<file path="config.mk">
export PLATFORM = sky130hd
export DESIGN_NAME = lsu_byte_serial
export DESIGN_NICKNAME = d
export VERILOG_FILES = /design/src/rtl/lsu_pkg.sv /design/src/rtl/lsu_extend.sv /design/src/rtl/lsu_byte_serial.sv
export SDC_FILE = /design/constraint.sdc
export NUM_CORES = 1
export LEC_CHECK = 0
export ABC_AREA = 1
export BUFFER_PORTS_ARGS = -buffer_cell sky130_fd_sc_hd__buf_2
export CAP_MARGIN = 15
export CORE_MARGIN = 5
export CORE_UTILIZATION = 32
export CTS_CLUSTER_DIAMETER = 60
export DETAILED_ROUTE_END_ITERATION = 8
export PLACE_DENSITY = 0.52
export SETUP_SLACK_MARGIN = 0.05
export SYNTH_ARGS = -nofsm -noshare
export SYNTH_HDL_FRONTEND = slang
export SYNTH_SLANG_ARGS = --single-unit
</file>
<file path="constraint.sdc">
create_clock -name clk -period 2.65 [get_ports clk]
set_input_delay 0.265 -clock clk [delete_from_list [all_inputs] [get_ports clk]]
set_output_delay 0.265 -clock clk [all_outputs]
set_load 0.01 [all_outputs]
</file>
<file path="src/rtl/lsu_pkg.sv">
// rtl/lsu_pkg.sv - funct3 codes, FSM state type and access-size helpers for the byte-serial LSU
package lsu_pkg;

  localparam logic [2:0] F3_B  = 3'b000;
  localparam logic [2:0] F3_H  = 3'b001;
  localparam logic [2:0] F3_W  = 3'b010;
  localparam logic [2:0] F3_BU = 3'b100;
  localparam logic [2:0] F3_HU = 3'b101;

  typedef enum logic [2:0] {
    IDLE,
    STORE,
    LOAD,
    DRAIN,
    DONE
  } lsu_state_t;

  // Number of byte accesses needed for a given access type.
  function automatic logic [2:0] f3_nbytes(input logic [2:0] f3);
    case (f3[1:0])
      2'b00:   return 3'd1;
      2'b01:   return 3'd2;
      default: return 3'd4;
    endcase
  endfunction

  // Unsigned variants only make sense for loads; all other unlisted codes are illegal.
  function automatic logic f3_illegal(input logic [2:0] f3, input logic we);
    case (f3)
      F3_B, F3_H, F3_W: return 1'b0;
      F3_BU, F3_HU:     return we;
      default:          return 1'b1;
    endcase
  endfunction

endpackage

</file>
<file path="src/rtl/lsu_extend.sv">
// rtl/lsu_extend.sv - sign/zero extension of an assembled load word by access type
module lsu_extend
  import lsu_pkg::*;
(
  input  logic [31:0] i_word,
  input  logic [2:0]  i_funct3,
  output logic [31:0] o_word
);

  // Pick the extension rule from the access type; word loads pass through untouched.
  always_comb begin
    o_word = i_word;
    case (i_funct3)
      F3_B:    o_word = {{24{i_word[7]}}, i_word[7:0]};
      F3_H:    o_word = {{16{i_word[15]}}, i_word[15:0]};
      F3_BU:   o_word = {24'd0, i_word[7:0]};
      F3_HU:   o_word = {16'd0, i_word[15:0]};
      default: o_word = i_word;
    endcase
  end

endmodule

</file>
<file path="src/rtl/lsu_byte_serial.sv">
// rtl/lsu_byte_serial.sv - load/store unit serialising word/half/byte accesses onto a byte-wide memory
module lsu_byte_serial
  import lsu_pkg::*;
#(
  parameter int A_WIDTH = 32
) (
  input  logic               clk,
  input  logic               rst_n,
  input  logic               req_valid,
  output logic               req_ready,
  input  logic               req_we,
  input  logic [2:0]         req_funct3,
  input  logic [A_WIDTH-1:0] req_addr,
  input  logic [31:0]        req_wdata,
  output logic               rsp_valid,
  output logic               rsp_err,
  output logic [31:0]        rsp_rdata,
  output logic [A_WIDTH-1:0] mem_addr,
  output logic               mem_we,
  output logic               mem_re,
  output logic [7:0]         mem_wd,
  input  logic [7:0]         mem_rd
);

  lsu_state_t         r_state;
  lsu_state_t         w_state_nx;
  logic [1:0]         r_idx;
  logic [1:0]         w_idx_nx;
  logic [1:0]         w_idx_inc;
  logic [A_WIDTH-1:0] r_base;
  logic [31:0]        r_wdata;
  logic [2:0]         r_funct3;
  logic [31:0]        r_shift;
  logic [31:0]        r_rdata;
  logic               r_req_ready;
  logic               r_rsp_valid;
  logic               r_rsp_err;
  logic               r_mem_we;
  logic               r_mem_re;
  logic [A_WIDTH-1:0] r_mem_addr;
  logic [7:0]         r_mem_wd;

  logic               w_accept;
  logic [2:0]         w_n;
  logic               w_last;
  logic               w_capture;
  logic               w_finish;
  logic               w_rsp_valid_nx;
  logic               w_rsp_err_nx;
  logic               w_mem_we_nx;
  logic               w_mem_re_nx;
  logic [A_WIDTH-1:0] w_mem_addr_nx;
  logic [A_WIDTH-1:0] w_next_addr;
  logic [7:0]         w_mem_wd_nx;
  logic [31:0]        w_shift_in;
  logic [31:0]        w_aligned;
  logic [31:0]        w_extended;

  assign w_accept    = req_valid && r_req_ready;
  assign w_n         = f3_nbytes(r_funct3);
  assign w_last      = ({1'b0, r_idx} == (w_n - 3'd1));
  assign w_idx_inc   = r_idx + 2'd1;
  assign w_next_addr = r_base + A_WIDTH'(w_idx_inc);

  // Bytes arrive low-first and are shifted in from the top, so after n captures
  // the value sits in the upper n bytes and is moved down before extension.
  assign w_shift_in  = {mem_rd, r_shift[31:8]};
  assign w_aligned   = w_shift_in >> {(3'd4 - w_n), 3'b000};

  lsu_extend u_extend (
    .i_word   (w_aligned),
    .i_funct3 (r_funct3),
    .o_word   (w_extended)
  );

  // State register.
  always_ff @(posedge clk or negedge rst_n) begin
    if (!rst_n) begin
      r_state <= IDLE;
    end else begin
      r_state <= w_state_nx;
    end
  end

  // Next state plus the next values of every registered output.
  always_comb begin
    w_state_nx     = r_state;
    w_idx_nx       = r_idx;
    w_mem_we_nx    = 1'b0;
    w_mem_re_nx    = 1'b0;
    w_mem_addr_nx  = r_mem_addr;
    w_mem_wd_nx    = r_mem_wd;
    w_rsp_valid_nx = 1'b0;
    w_rsp_err_nx   = 1'b0;
    w_capture      = 1'b0;
    w_finish       = 1'b0;
    case (r_state)
      IDLE, DONE: begin
        w_state_nx = IDLE;
        if (w_accept) begin
          w_idx_nx = 2'd0;
          if (f3_illegal(req_funct3, req_we)) begin
            w_state_nx     = DONE;
            w_rsp_valid_nx = 1'b1;
            w_rsp_err_nx   = 1'b1;
          end else begin
            w_mem_addr_nx = req_addr;
            if (req_we) begin
              w_state_nx  = STORE;
              w_mem_we_nx = 1'b1;
              w_mem_wd_nx = req_wdata[7:0];
            end else begin
              w_state_nx  = LOAD;
              w_mem_re_nx = 1'b1;
            end
          end
        end
      end
      STORE: begin
        if (w_last) begin
          w_state_nx     = DONE;
          w_rsp_valid_nx = 1'b1;
        end else begin
          w_idx_nx      = w_idx_inc;
          w_mem_we_nx   = 1'b1;
          w_mem_addr_nx = w_next_addr;
          w_mem_wd_nx   = r_wdata[{w_idx_inc, 3'b000} +: 8];
        end
      end
      LOAD: begin
        // mem_rd carries the byte read in the previous cycle, none yet at index 0.
        w_capture = (r_idx != 2'd0);
        if (w_last) begin
          w_state_nx = DRAIN;
        end else begin
          w_idx_nx      = w_idx_inc;
          w_mem_re_nx   = 1'b1;
          w_mem_addr_nx = w_next_addr;
        end
      end
      DRAIN: begin
        w_capture      = 1'b1;
        w_finish       = 1'b1;
        w_state_nx     = DONE;
        w_rsp_valid_nx = 1'b1;
      end
      default: w_state_nx = IDLE;
    endcase
  end

  // Request latch, byte index, load assembly and the registered outputs.
  always_ff @(posedge clk or negedge rst_n) begin
    if (!rst_n) begin
      r_idx       <= 2'd0;
      r_base      <= '0;
      r_wdata     <= 32'd0;
      r_funct3    <= 3'd0;
      r_shift     <= 32'd0;
      r_rdata     <= 32'd0;
      r_req_ready <= 1'b1;
      r_rsp_valid <= 1'b0;
      r_rsp_err   <= 1'b0;
      r_mem_we    <= 1'b0;
      r_mem_re    <= 1'b0;
      r_mem_addr  <= '0;
      r_mem_wd    <= 8'd0;
    end else begin
      r_idx <= w_idx_nx;
      if (w_accept) begin
        r_base   <= req_addr;
        r_wdata  <= req_wdata;
        r_funct3 <= req_funct3;
      end
      if (w_capture) begin
        r_shift <= w_shift_in;
      end
      if (w_finish) begin
        r_rdata <= w_extended;
      end
      r_req_ready <= (w_state_nx == IDLE) || (w_state_nx == DONE);
      r_rsp_valid <= w_rsp_valid_nx;
      r_rsp_err   <= w_rsp_err_nx;
      r_mem_we    <= w_mem_we_nx;
      r_mem_re    <= w_mem_re_nx;
      r_mem_addr  <= w_mem_addr_nx;
      r_mem_wd    <= w_mem_wd_nx;
    end
  end

  assign req_ready = r_req_ready;
  assign rsp_valid = r_rsp_valid;
  assign rsp_err   = r_rsp_err;
  assign rsp_rdata = r_rdata;
  assign mem_addr  = r_mem_addr;
  assign mem_we    = r_mem_we;
  assign mem_re    = r_mem_re;
  assign mem_wd    = r_mem_wd;

endmodule

</file>
**Yosys cells after proc, flatten, opt, wreduce, memory -nomap -nowiden**

Cells that the tools add are included.
W data, S select, Z words.

- Bits in registers: 181
- Input bits: 79
- Output and inout bits: 77
- Logic and storage cells: 95

- $add $sub $neg: 4
- Equality and inequality tests: 19
- Shift-type cells: 2
- Multiplexer cells: 39
- Reduce and logical (&&, ||, !) cells: 17

Operators by type and width:

| cell | number |
|---|---|
| $pmux W32 S4 | 1 |
| $mux W32 | 3 |
| $pmux W32 S2 | 1 |
| $add A32 B2 Y32 | 1 |
| $mux W8 | 4 |
| $shiftx A32 B6 Y8 | 1 |
| $shr A32 B6 Y32 | 1 |
| $eq A3 B3 Y1 const B | 6 |
| $pmux W8 S2 | 1 |
| $mux W1 | 14 |
| $logic_not A3 Y1 | 4 |
| $mux W3 | 4 |
| $pmux W3 S4 | 1 |
| $ne A2 B2 Y1 const B | 5 |
| $eq A3 B1 Y1 const B | 3 |
| $eq A3 B2 Y1 const B | 3 |
| $pmux W1 S2 | 4 |
| $mux W2 | 3 |
| $pmux W3 S2 | 1 |
| $reduce_bool A2 Y1 | 3 |
| $reduce_or A2 Y1 | 3 |
| $reduce_and A5 Y1 | 1 |
| $pmux W2 S2 | 1 |
| $reduce_and A4 Y1 | 1 |
| 11 further kinds | 11 |

**Logic depth before layout (Yosys ltp)**

Gate-level depths: netlist of the first run.

- Word-level depth: 10
- Mapped depth: 15
- Mapped depth without buffers: 12

**Hierarchy**

Synthesis of the first run repeated with hierarchy kept, for this count alone.

- Cell total of the unflattened synthesis: 1,098
- Area total of the unflattened synthesis: 8,897.3 um^2

By module, submodules not included:

| module | times used | cells each | area each (um^2) | sequential area each (um^2) |
|---|---|---|---|---|
| lsu_byte_serial | 1 | 1,028 | 8,508.2 | 4,330.4 |
| lsu_extend | 1 | 70 | 389.1 | 0.0 |

**Least setup slack after synthesis of the first run**

OpenSTA, ideal clock, no wires.

- Path kind: reg-to-reg
- From: reg r_idx[0]
- To: reg r_mem_addr[8] (netlist: mem_addr[8])
- Setup time: 0.065 ns
- Arrival time: 2.299 ns
- Required time: 2.585 ns
- Slack: 0.287 ns
- Stages on the path, launching flop included: 16
- Path buffers: 3
- Clock period less this slack: 2.363 ns
- Path through: dfrtp_1 > buf_2 > inv_1 > buf_2 > buf_2 > ha_1 > fa_1 > nand2_1 > nor2_1 > nand2_1 > inv_1 > nand2_1 > nand2_1 > o21ai_0 > nand2_1 > nand2_1

- Word-level cells in the longest chain between the ends: 4
- Elaborated cells on any way between the ends: 7
- Those cells by class: 2 x add/sub; 2 x eq/ne; 2 x mux; 1 x reduce/logical

Ends and longest elaborated chain:

| element | line | RTL |
|---|---|---|
| start, declared | lsu_byte_serial.sv:27 | `logic [1:0] r_idx;` |
| start signal, assigned | lsu_byte_serial.sv:168 | `r_idx <= w_idx_nx;` |
| $add A2 B1 Y2 | lsu_byte_serial.sv:62 | `assign w_idx_inc = r_idx + 2'd1;` |
| $add A32 B2 Y32 | lsu_byte_serial.sv:63 | `assign w_next_addr = r_base + A_WIDTH'(w_idx_inc);` |
| $mux W32 | lsu_byte_serial.sv:120, lsu_byte_serial.sv:133 |  |
| $pmux W32 S2 | lsu_byte_serial.sv:97 | `case (r_state)` |
| end signal, assigned | lsu_byte_serial.sv:185 | `r_mem_addr <= w_mem_addr_nx;` |
| end, declared | lsu_byte_serial.sv:40 | `logic [A_WIDTH-1:0] r_mem_addr;` |

Several ways; a longest one is shown, not always the timed one. The select of a mux whose other input is x is not followed.
A chain may end at the register's enable or synchronous reset.

**Worst setup path in the final report of the first run**

- From: reg r_idx[0]
- To: reg r_mem_addr[21] (netlist: mem_addr[21])

The elaborated chain is that of the path after synthesis.

==> metrics.md, run 1 <==
| Metric | Value |
|---|---|
| Peak supply drop | `0.0005495 V` |
| Number of antenna diodes | `0` |
| Via count | `7,778` |
| CTS Buffer Depth | `2` |
| Clock transition at path regs | `0.08 ns` |
| Final nets | `1,384` |
| Final Power | `13.25 mW` |
| Starting Density | `32.20%` |
| Total routed wirelength | `25,150 um` |
| Mapped cell area | `0.008897 mm2` |
| Die W | `176.7 um` |
| Vias in the first global route | `7,550` |
| Critical path data arrival time | `about 2.5 ns` |
| CP startpoint kind | `flop` |
| Synthesis-to-layout area growth | `20.07%` |
| CP Max Fanout | `9` |
| Worst skew pair latency | `0.43 ns` |
| Clock Tree Root | `clkbuf_16` |
| Count of cell types in the netlist | `35` |
| Grt ovf | `0` |
| Core area | `about 0.028 mm2` |
| WS Path Type | `reg -> reg` |
| CTS H-Tree Depth | `4` |
| Avg Inst Size Synth | `around 7.7 um2` |
| Final Slew Violations | `0` |
| Final Cycle Share | `82.07%` |
| Die area | `0.03124 mm2` |
| Die H | `176.7 um` |
| Initial DRT Pass Iterations | `5` |
| Setup bufs post-CTS | `0` |
| Final Util | `38.67%` |
| FF/Latch Area | `0.004330 mm2` |
| Peak Freq | `459.8 MHz` |
| Area share of the largest cell type after synthesis | `approximately half` |
| Most frequent cells in the layout | `nand2_1, dfrtp_1, buf_2` |
| Worst EP required | `2.98 ns` |
| Min Hold Slack | `0.05850 ns` |
| Commonest non-fill, non-tap cell in the layout | `nand2_1` |
| Setup TNS | `0 ns` |
| Initial antenna violation count | `0` |
| Final Critical Period | `roughly 2.2 ns` |
| Maxcap violations | `0` |
| First-pass GRT wire length | `41,050 um` |
| CTS Hold Bufs | `1` |
| Hold Path Class | `in -> reg` |
| DRT iter0 DRCs | `475` |
| Clock skew | `0.01131 ns` |
| PD cells | `1240 mW/mm2` |
| Routability congestion estimate | `slightly below 0.9` |
| Layout cells sized above 1 | `a little over a fifth` |
| Synth area leader | `dfrtp_1` |
| Syn nets | `1,243` |
| Fin. Hold Viols | `0` |
| Total clock sinks | `173` |
| Fillers | `2,953` |
| IO Pins | `156` |
| Largest net degree at the start of global routing | `around 110` |
| Yosys warnings | `0` |
| Sequential cell area fraction in the yosys report | `48.67%` |
| # DRC | `0` |
| Synth top area cells | `dfrtp_1, nand2_1, o21ai_0` |
| Normalized max-slew margin | `between 50 and 60%` |
| Slew @ Worst Pin | `0.6822 ns` |
| DRT antenna net count | `0` |
| DR WL/cell | `14.87 um` |
| Std-Cell Rows | `61` |
| Post_cts resized | `0` |
| CTS tree | `yes` |
| PortBufs | `around 160` |
| Synth Instances | `1,159` |
| Via/cell ratio | `about 4.6` |
| Area of the multi-input gates | `0.003899 mm2` |
| DP HPWL | `18,500 um` |
| Crit end category | `flop` |
| Cts bufs inserted | `17` |
| Final setup violation count | `0` |
| RSZ-0062 raised after global routing | `false` |
| Yosys reg bits | `173` |
| Total GRT Usage | `between 10% and 20%` |
| Static Leak | `between 5 and 6 nW` |
| Status | `complete, no violations` |
critical path, stage by stage (launching register included):
cell,delay (ns)
dfrtp_1,0.35
inv_1,0.08
ha_1,0.36
ha_1,0.29
nand3_1,0.08
nand2_2,0.17
nand2_1,0.12
nor2_1,0.32
nand2_1,0.09
nand2_1,0.07
nand3_1,0.06
nand2_1,0.06
nand2_1,0.04
registers in the layout, indices dropped and copies added (netlist names):
register   cells
r_shift       24
req_ready      1
rsp_err        1
r_state        3
r_wdata       32
r_base        32
r_idx          2
mem_re         1
mem_addr      32
mem_wd         8
r_funct3       3
mem_we         1
rsp_rdata     32
rsp_valid      1
routing by layer:
metal,track usage (%),up-vias,part of all wire (%)
li1,-,3954,-
met1,23.51,3625,49
met2,25.95,177,45
met3,2.799,22,4.6
met4,3.868,0,1.3
met5,0,-,0
final cells by class:
cell class | count | area share, %
multi-input combinational | 825 | 36.50
clock buffer | 17 | 3.982
tap | 378 | 4.427
inverter | 110 | 3.865
timing repair buffer | 173 | 9.077
clock inverter | 15 | 1.616
sequential | 173 | 40.54
report_power, final:
part / internal, mW / total [mW] / leakage (nW) / switching (mW)
Clock: 1.27 / 2.54 / 0.288 / 1.27
Combinational: 2.21 / 6.00 / 3.01 / 3.79
Sequential: 3.88 / 4.70 / 2.08 / 0.827
Total: 7.36 / 13.2 / 5.38 / 5.88
stage by stage:
step           setup WS, ns  cell area, um2  instances
2_1_floorplan        0.2865            8897       1159
6_report             0.4750           10680       1691
3_5_place_dp         0.4361           10070       1658
4_1_cts              0.4327           10680       1691
3_3_place_gp         0.5062           10070       1658
5_1_grt              0.2266           10680       1691
worst paths after layout:
| path | endpoint | slack (ns) | depth (start not counted) | start |
|---|---|---|---|---|
| worst min register to register | mem_addr[2] | 0.47 | 2 | mem_addr[2] |
| min in group asynchronous | rsp_rdata[4] | 0.41 | 2 | rst_n |
| worst min-delay path | r_wdata[16] | 0.06 | 2 | req_wdata[16] |
| worst max-delay path | mem_addr[21] | 0.48 | 12 | r_idx[0] |
| worst max register to register | mem_addr[21] | 0.48 | 12 | r_idx[0] |
| max in group asynchronous | r_idx[0] | 1.35 | 3 | rst_n |
Yosys cell counts, drive strengths merged:
master / number
a31oi: 7
nand2: 388
nand3: 84
dfrtp: 172
o21ai: 110
a21oi: 28
fa: 1
nand4: 1
inv: 110
o211ai: 9
o21bai: 2
ha: 4
and2: 1
o22ai: 1
buf: 34
nor3: 1
mux2: 28
nand3b: 17
clkbuf: 17
or2: 18
nor2: 124
dfstp: 1
xor2: 1
cells by family after synthesis:
group	Yosys count	share of synthesized area [%]
mux	28	3.544
xor+xnor	1	0.09846
compound gates	157	9.309
fa+ha+maj	5	0.7875
flops	173	48.67
buf+inv	161	7.650
simple gates	634	29.94
(Power assumes the default switching activity.)
==> inputs of run 2 (changes only) <==
--- a/config.mk
+++ b/config.mk
@@ -12,7 +12,7 @@
 export CORE_UTILIZATION = 32
 export CTS_CLUSTER_DIAMETER = 60
 export DETAILED_ROUTE_END_ITERATION = 8
-export PLACE_DENSITY = 0.52
+export PLACE_DENSITY = 0.53
 export SETUP_SLACK_MARGIN = 0.05
 export SYNTH_ARGS = -nofsm -noshare
 export SYNTH_HDL_FRONTEND = slang
==> constraint.sdc (replaced) <==
create_clock -name clk -period 2 [get_ports clk]
set_input_delay 0.2 -clock clk [delete_from_list [all_inputs] [get_ports clk]]
set_output_delay 0.2 -clock clk [all_outputs]
set_load 0.01 [all_outputs]
==> run 2 against run 1 <==
Effect of this change:
- clock power rose by 35%
- total power rose by 38%
- sequential cell count did not move
- largest cell class unchanged
- count of clock-buffer cells in the layout rose by 2
- core utilization rose by 1.9 points
- global-route usage rose by 0.13 points
- hold slack got worse by 0.035 ns
- setup slack got worse by 0.37 ns
==> metrics.md, run 2 (synthesized netlist as in run 1, its figures left out) <==
| Metric | Value |
|---|---|
| Via count | `~8,000` |
| Initial DRT Pass Iterations | `6` |
| Commonest non-fill, non-tap cell in the layout | `nand2_1` |
| First-pass GRT wire length | `41,150 um` |
| Fillers | `2,912` |
| Normalized max-slew margin | `59.74%` |
| RSZ-0062 raised after global routing | `true` |
| Worst skew pair latency | `0.43 ns` |
| Synthesis-to-layout area growth | `25.97%` |
| Critical path cell sequence | `inv_2, ha_4, ha_4, nand3_2, nand2_4, nand2_4, nor2_4, nand2_1, nand2_1, nand3_1, nand2_1, nand2_1` |
| Final Cycle Share | `between 90% and 100%` |
| Clk pwr share | `between 10% and 20%` |
| Setup TNS | `0 ns` |
| Die W | `176.7 um` |
| Most common cell on crit path | `nand2_1` |
| Routability congestion estimate | `0.8468` |
| Slew @ Worst Pin | `0.6039 ns` |
| CTS H-Tree Depth | `4` |
| Final setup violation count | `0` |
| Die H | `176.7 um` |
| Total routed wirelength | `25,510 um` |
| Via/cell ratio | `4.620` |
| Vias in the first global route | `7,559` |
| Switching power | `7.863 mW` |
| Starting Density | `approximately 32%` |
| Status | `complete, no violations` |
| Std-Cell Rows | `61` |
| WS Path Type | `reg -> reg` |
| Static Leak | `5.594 nW` |
| Final nets | `1,419` |
| Worst Hold Depth | `2` |
| DRT antenna net count | `0` |
| Grt ovf | `0` |
| CTS Buffer Depth | `2` |
| DRT iter0 DRCs | `between 500 and 600` |
| Clock Tree Root | `clkbuf_16` |
| Initial antenna violation count | `0` |
| R2R cell count | `12` |
| Final Power | `18.22 mW` |
| Fin. Hold Viols | `0` |
| CP Max Fanout | `8` |
| PD cells | `1626 mW/mm2` |
| Peak Freq | `527.7 MHz` |
| Maxcap violations | `0` |
| CP startpoint kind | `flop` |
| Switch share | `43.15%` |
| Clock skew | `roughly 0.016 ns` |
| PortBufs | `155` |
| Total GRT Usage | `16.51%` |
| Worst path max stage delay | `0.39 ns` |
| Layout cells sized above 1 | `23.22%` |
| Cts bufs inserted | `17` |
| Sequential group share of total power | `approximately a third` |
| Most frequent cells in the layout | `nand2_1, dfrtp_1, buf_2` |
| Core area | `0.02763 mm2` |
| Clock transition at path regs | `0.07 ns` |
| DP HPWL | `18,340 um` |
| Combinational power share | `between 40% and 50%` |
| Crit end category | `flop` |
| Final Critical Period | `1.895 ns` |
| Worst EP required | `2.32 ns` |
| Peak supply drop | `0.0006629 V` |
| Total clock sinks | `around 170` |
| Largest net degree at the start of global routing | `106` |
| Hold Path Class | `in -> reg` |
| Power Internal | `10.36 mW` |
| Final Slew Violations | `0` |
| Die area | `around 0.031 mm2` |
| # DRC | `0` |
| CTS tree | `yes` |
| DR WL/cell | `14.78 um` |
| Number of antenna diodes | `0` |
| Worst path slowest cell | `dfrtp_1` |
| Critical path data arrival time | `between 2 and 2.5 ns` |
| IO Pins | `roughly 160` |
-- run 2: changes by cell type in the layout (fill, tap and decap cells not counted), sizes merged --
cell         change
buf             +12
bufinv           +2
clkbuf           +2
clkinv           -4
dlygate4sd3     +23
-- run 2: final cells by class --
class	instances	area, um2	share of cell area, %
clock inverter	13	152.6	1.362
timing repair buffer	208	1335	11.91
tap	378	473.0	4.220
clock buffer	19	442.9	3.952
multi-input combinational	825	4059	36.21
sequential	173	4330	38.64
inverter	110	415.4	3.706
-- run 2: path summary, 6_finish.rpt --
kind | start | end | slack [ns]
worst max-delay path | r_idx[0] | mem_addr[19] | 0.11
worst min-delay path | req_addr[17] | r_base[17] | 0.02
worst max register to register | r_idx[0] | mem_addr[19] | 0.11
worst min register to register | rsp_rdata[7] | rsp_rdata[7] | 0.47
max in group asynchronous | rst_n | rsp_rdata[30] | 1.05
min in group asynchronous | rst_n | r_shift[31] | 0.33
-- run 2: timing repair --
action                     4_1_cts  5_1_grt
resized for setup                0       23
setup buffers                    0        3
hold endpoints to repair        72        1
hold buffers                    23        1
setup endpoints to repair        0       41
-- run 2: layer usage --
| layer | vias to the layer above | part of all wire, % | global-route usage (%) |
|---|---|---|---|
| met5 | - | 0 | 0 |
| met4 | 0 | 1.5 | 4.288 |
| met3 | 22 | 4.2 | 2.777 |
| met2 | 186 | 43 | 24.45 |
| met1 | 3726 | 51 | 25.02 |
| li1 | 4040 | - | - |
-- run 2: power by group through the flow --
stage / clock, mW / combinational (mW) / sequential, mW
CTS: 3.56 / 8.46 / 6.28
finish: 3.44 / 8.49 / 6.28
global placement: 0 / 8.32 / 6.31
floorplan: 0 / 5.49 / 6.39
global route: 3.71 / 9.67 / 6.48
detailed placement: 0 / 8.36 / 6.33
-- run 2: stage by stage --
step                      hold WS (ns)  std cells  utilization (%)  cell area [um2]  worst slack [ns]
after floorplan               -0.09559       1159                -             9012          -0.03849
after global placement          0.2348       1667            37.17            10270            0.1165
after detailed placement        0.2348       1667            37.17            10270           0.07908
after CTS                     0.001228       1722            40.16            11100           0.05060
after global routing           0.01517       1726            40.57            11210          -0.03662
final                          0.02350       1726            40.57            11210            0.1051
-- run 2: worst max-delay path, delay by kind of cell (launching register included) --
family | cells | cell delay, ns
buffers and inverters | 1 | 0.09
adders and majority gates | 2 | 0.48
DFF | 1 | 0.39
and+or+nand+nor | 9 | 0.81
